$ cat src/rtl/philo_pkg.sv
// Shared definitions for the philosopher ring model.
// Contents:
//   state_t    - 2-bit node state (THINKING=0, READING=1, EATING=2, HUNGRY=3)
//   next_state - per-node transition function from own and neighbour states
package philo_pkg;

  typedef enum logic [1:0] {
    THINKING = 2'd0,
    READING  = 2'd1,
    EATING   = 2'd2,
    HUNGRY   = 2'd3
  } state_t;

  // left is node (i+1)%N, right is node (i+N-1)%N.
  // yield is already forced low by the caller when fairness is disabled.
  function automatic state_t next_state(
    input state_t self,
    input state_t left,
    input state_t right,
    input logic   coin,
    input logic   yield
  );
    state_t ns;
    ns = self;
    case (self)
      READING: begin
        if (left == THINKING) ns = THINKING;
      end
      THINKING: begin
        // The reading token always moves toward the left neighbour,
        // so an idle node picks it up from its right-hand side.
        if (right == READING) ns = READING;
        else if (!coin)       ns = HUNGRY;
      end
      EATING: begin
        if (coin) ns = THINKING;
      end
      HUNGRY: begin
        // A hungry right neighbour has priority, which keeps two
        // adjacent hungry nodes from starting to eat together.
        if ((left != EATING) && (right != HUNGRY) && (right != EATING) && !yield)
          ns = EATING;
      end
      default: ns = self;
    endcase
    return ns;
  endfunction

endpackage

$ cat src/rtl/philo_cell.sv
// One philosopher node: state register, saturating hunger counter and
// starving flag.
// Ports:
//   clock        in  posedge clock
//   reset_n      in  synchronous active-low reset
//   coin         in  nondeterministic choice bit for this node
//   left, right  in  registered states of the neighbours
//   nb_starving  in  {left starving, right starving}
//   init         in  1: node resets to READING, 0: to THINKING
//   st           out registered node state
//   starving     out hunger counter has reached STARVE_LIMIT
module philo_cell
  import philo_pkg::*;
#(
  parameter int unsigned STARVE_LIMIT = 8,
  parameter int unsigned CW           = 4,
  parameter int unsigned FAIR_MODE    = 0
) (
  input  logic       clock,
  input  logic       reset_n,
  input  logic       coin,
  input  state_t     left,
  input  state_t     right,
  input  logic [1:0] nb_starving,
  input  logic       init,
  output state_t     st,
  output logic       starving
);

  localparam logic [CW-1:0] LIMIT = CW'(STARVE_LIMIT);

  state_t          r_st;
  state_t          w_next;
  logic [CW-1:0]   r_cnt;
  logic [CW-1:0]   w_cnt_next;
  logic            w_starving;
  logic            w_yield;

  assign w_starving = (r_cnt == LIMIT);

  // A node that is itself starving never yields, so two starving
  // neighbours fall back to the classic arbitration.
  assign w_yield = (FAIR_MODE != 0) && !w_starving && (|nb_starving);

  always_comb begin
    w_next     = next_state(r_st, left, right, coin, w_yield);
    w_cnt_next = '0;
    if ((r_st == HUNGRY) && (w_next == HUNGRY))
      w_cnt_next = w_starving ? r_cnt : r_cnt + 1'b1;
  end

  always_ff @(posedge clock) begin
    if (!reset_n) begin
      r_st  <= init ? READING : THINKING;
      r_cnt <= '0;
    end else begin
      r_st  <= w_next;
      r_cnt <= w_cnt_next;
    end
  end

  assign st       = r_st;
  assign starving = w_starving;

endmodule

$ cat src/rtl/philo_ring.sv
// Ring of N philosopher nodes with per-node starvation flags and
// mutual-exclusion error detection.
// Ports:
//   clock     in  posedge clock
//   reset_n   in  synchronous active-low reset
//   coin      in  [N]   per-node nondeterministic choice bits
//   st        out [2N]  node states, st[2i+1:2i] = node i
//   starving  out [N]   node i hunger counter == STARVE_LIMIT
//   excl_err  out [N]   node i and its left neighbour both EATING
module philo_ring
  import philo_pkg::*;
#(
  parameter int unsigned N            = 16,
  parameter int unsigned READER_IDX   = 0,
  parameter int unsigned STARVE_LIMIT = 8,
  parameter int unsigned CW           = 4,
  parameter int unsigned FAIR_MODE    = 0
) (
  input  logic         clock,
  input  logic         reset_n,
  input  logic [N-1:0] coin,
  output logic [2*N-1:0] st,
  output logic [N-1:0] starving,
  output logic [N-1:0] excl_err
);

  state_t      w_st [N];
  logic [N-1:0] w_starving;

  for (genvar i = 0; i < N; i++) begin : g_cell
    localparam int unsigned LI        = (i + 1) % N;
    localparam int unsigned RI        = (i + N - 1) % N;
    localparam logic        IS_READER = (i == READER_IDX);

    philo_cell #(
      .STARVE_LIMIT (STARVE_LIMIT),
      .CW           (CW),
      .FAIR_MODE    (FAIR_MODE)
    ) u_cell (
      .clock        (clock),
      .reset_n      (reset_n),
      .coin         (coin[i]),
      .left         (w_st[LI]),
      .right        (w_st[RI]),
      .nb_starving  ({w_starving[LI], w_starving[RI]}),
      .init         (IS_READER),
      .st           (w_st[i]),
      .starving     (w_starving[i])
    );

    assign st[2*i +: 2] = w_st[i];
    assign excl_err[i]  = (w_st[i] == EATING) && (w_st[LI] == EATING);
  end

  assign starving = w_starving;

endmodule

$ cat config.mk
export PLATFORM = sky130hd
export DESIGN_NAME = philo_ring
export DESIGN_NICKNAME = d
export VERILOG_FILES = /design/src/rtl/philo_pkg.sv /design/src/rtl/philo_cell.sv /design/src/rtl/philo_ring.sv
export SDC_FILE = /design/constraint.sdc
export NUM_CORES = 1
export LEC_CHECK = 0
export ABC_AREA = 1
export CAP_MARGIN = 10
export CORE_ASPECT_RATIO = 1.25
export CORE_MARGIN = 1
export CORE_UTILIZATION = 30
export DETAILED_ROUTE_END_ITERATION = 10
export PLACE_DENSITY_LB_ADDON = 0.2
export RECOVER_POWER = 50
export REMOVE_ABC_BUFFERS = 1
export SYNTH_ARGS = -nofsm -noshare
export SYNTH_HDL_FRONTEND = slang
export SYNTH_HIERARCHICAL = 1
export SYNTH_SLANG_ARGS = --single-unit
$ cat constraint.sdc
create_clock -name clock -period 2.4 [get_ports clock]
set_clock_uncertainty 0.2 [all_clocks]
set_input_delay 0.48 -clock clock [delete_from_list [all_inputs] [get_ports clock]]
set_output_delay 0.48 -clock clock [all_outputs]
set_load 0.05 [all_outputs]
==> flow_summary.yaml <==
synth:
  ys_dominant_reg_cell: "dfxtp_1"
  synth-edff-count: 0
  syn_area_sq_um: 5793
  yosysUniqueCellTypes: 17
  seq_area_frac_synth: 0.3317
  yosysTopAreaCell: "dfxtp_1"
  synth_top_cell_area_share: 0.3317
  ys_ff_latch: 96
  synth_most_common_cell: "nand2_1"
  async_reset_ff_frac: 0
  synth_warnings: 6
  synth_common_cells: "nand2_1, inv_1, dfxtp_1"
  synth_area_leaders: "dfxtp_1, nand2_1, inv_1, nand3_2, ha_1"
  postSynthCellCount: 850
  syn_avg_cell_area_sq_um: 6.815
setup_path:
  worstSetupPathDepth: 1
  cp-end-kind: "primary output"
  r2r_start: "g_cell[8].u_cell/st[0]$_DFF_P_"
  cpLargestDelayFamily: "buffers and inverters"
  critical_path.max_stage_delay_ns: 0.86
  worst-path-buf-inv: 1
  crit_chain: "clkdlybuf4s50_1"
  r2r_end: "g_cell[8].u_cell/st[0]$_DFF_P_"
  ff2ff_path_depth: 6
  r2r_slack_ns: 0.92
  slowest_stage: "clkdlybuf4s50_1"
  critPathKind: "flop to primary output"
  cp_data_arrival_time_ns: 1.67
  critPathRequiredTime_ns: 1.72
  worstSetupStartpointType: "flop"
  path_max_fanout: 8
layout:
  nets: 1009
  drive_above_1_share: 0.1516
  area_delta_synth_final_pct: 22.55
  antenna_cells: 0
  multiInputGateArea_sq_um: 3067
  fillers: 2047
  seqCellArea_sq_um: 1922
floorplan:
  rows: 56
  ios: 82
  initial_core_util: 0.3074
  die_h_microns: 157.4
  core_sq_um: 18850
  die-area_sq_um: 19870
  die_w_microns: 126.3
status:
  status: "complete, no violations"
timing:
  finalCritPeriodShare: 0.9780
  setup_viol_count_final: 0
  fin_tns_setup_ns: 0
  finalHoldViolCount: 0
  max_slew_margin: 0.3073
  fmax_mhz: 426.0
  slew_viol_final: 0
  period_needed_ns: 2.347
  tightest_slew_ns: 1.039
  setup_slack_ns: 0.05273
  rsz0062_at_grt: "no"
power_and_ir_drop:
  peakVddDrop_mv: 0.3324
  powerDensity_nw_per_um2: 659.4
  leakagePower_uw: 0.003509
drt:
  drc: 0
  dr.pass1.iters: 4
  avgViaCountPerCell: 4.240
  drt_wl_total_microns: 12710
  drt_iter0_markers: 206
  ant_nets: 0
  wl_per_cell_microns: 10.64
  vias: 5067
clocking:
  numCtsBuffers: 9
  cts_root_buffer: "clkbuf_16"
  post_cts_buffers: 0
  cts.sinks: 96
  hold_buffers: 0
  cts_max_path_buffers: 2
  path_clk_slew_ns: 0.07
  clk_latency_ns: 0.35
  cts_resized: 0
  htree_levels: 3
  cts_tree: "built"
worst_hold_path:
  min_from: "g_cell[6].u_cell/r_cnt[3]$_SDFFE_PN0N_"
  min_to: "g_cell[6].u_cell/r_cnt[3]$_SDFFE_PN0N_"
  hp-class: "flop to flop"
  min_path_cells: 2
global_routing:
  grt_pass1_wl_microns: 21920
  grt_pass1_vias: 4819
  grt_overflow_total: 0
  grt_max_degree: 49
  antenna_found_initial: 0
  grt_usage: 0.1369
placed_design:
  dp_slack_ns: 0.3860
  routabilityCongestion: 0.7707
  hpwlAfterDp_microns: 9840
  port_buffers: 81
run:
  drv_cap: 0
flip-flops by register name, summed over array words and instances (netlist names):
name	flops
g_cell.u_cell/r_cnt	64
g_cell.u_cell/st	32
layout by cell type (no fill, tap or decap), drive strengths merged, types with 20 or more instances in the layout:
cell / count
nor2: 80
a21oi: 48
clkdlybuf4s50: 20
nand3: 64
nand2: 256
inv: 192
ha: 32
dfxtp: 96
buf: 49
stage by stage:
| stage | total power, uW | hold WS, ns | cell area, sq um | cells | utilization |
|---|---|---|---|---|---|
| 3_5_place_dp | 3415 | 0.2912 | 6949 | 1180 | 0.3687 |
| 4_1_cts | 4816 | 0.3049 | 7216 | 1195 | 0.3828 |
| 6_report | 4681 | 0.2933 | 7099 | 1195 | 0.3767 |
| 2_1_floorplan | 2944 | 0.2763 | 5846 | 864 | - |
| 3_3_place_gp | 3419 | 0.2900 | 6949 | 1180 | 0.3687 |
| 5_1_grt | 5017 | 0.3160 | 7099 | 1195 | 0.3767 |
metal layers:
metal / track usage / vias to the layer above / wire length, microns
met1: 0.1594 / 2188 / 5887
met2: 0.2423 / 86 / 6072
li1: - / 2778 / -
met4: 0.06254 / 0 / 221
met3: 0.02583 / 15 / 528
met5: 0 / - / 0
report_power, final:
part / leakage (uW) / internal [uW] / switching, uW / total, uW
logic: 0.00260 / 459 / 930 / 1390
registers: 0.000783 / 1710 / 231 / 1940
clock network: 0.000126 / 730 / 626 / 1360
kinds of logic after synthesis:
group | Yosys count | share of synthesized area
adders and majority gates | 32 | 0.06911
AOI/OAI and AO/OA | 64 | 0.06566
xor gates and xnor gates | 16 | 0.02419
and+or+nand+nor | 448 | 0.3836
DFF | 96 | 0.3317
other | 2 | 0.001296
buffers and inverters | 192 | 0.1244
area by class of cell:
cell class	instances	area share
clock inverter	2	0.002291
multi-input combinational	576	0.4320
inverter	192	0.1015
clock buffer	13	0.03525
timing repair buffer	84	0.1174
tap	232	0.04089
sequential	96	0.2707
worst min-delay path, delay by kind of cell (launching register included):
kind	cells	cell delay, ns
AOI/OAI and AO/OA	1	0.05
and+or+nand+nor	1	0.06
DFF	1	0.33
how the worst max path moves through the flow:
stage                                            start          end  slack, ns
finish              g_cell[13].u_cell/st[1]$_SDFF_PN0_       st[27]       0.05
global route         g_cell[7].u_cell/st[1]$_SDFF_PN0_       st[15]      0.002
CTS                     g_cell[3].u_cell/st[0]$_DFF_P_        st[6]      0.004
detailed placement      g_cell[3].u_cell/st[0]$_DFF_P_        st[6]       0.39
global placement        g_cell[3].u_cell/st[0]$_DFF_P_        st[6]       0.41
floorplan            g_cell[1].u_cell/st[1]$_SDFF_PN0_  excl_err[0]       0.18
Power figures use the tool's default switching activity.
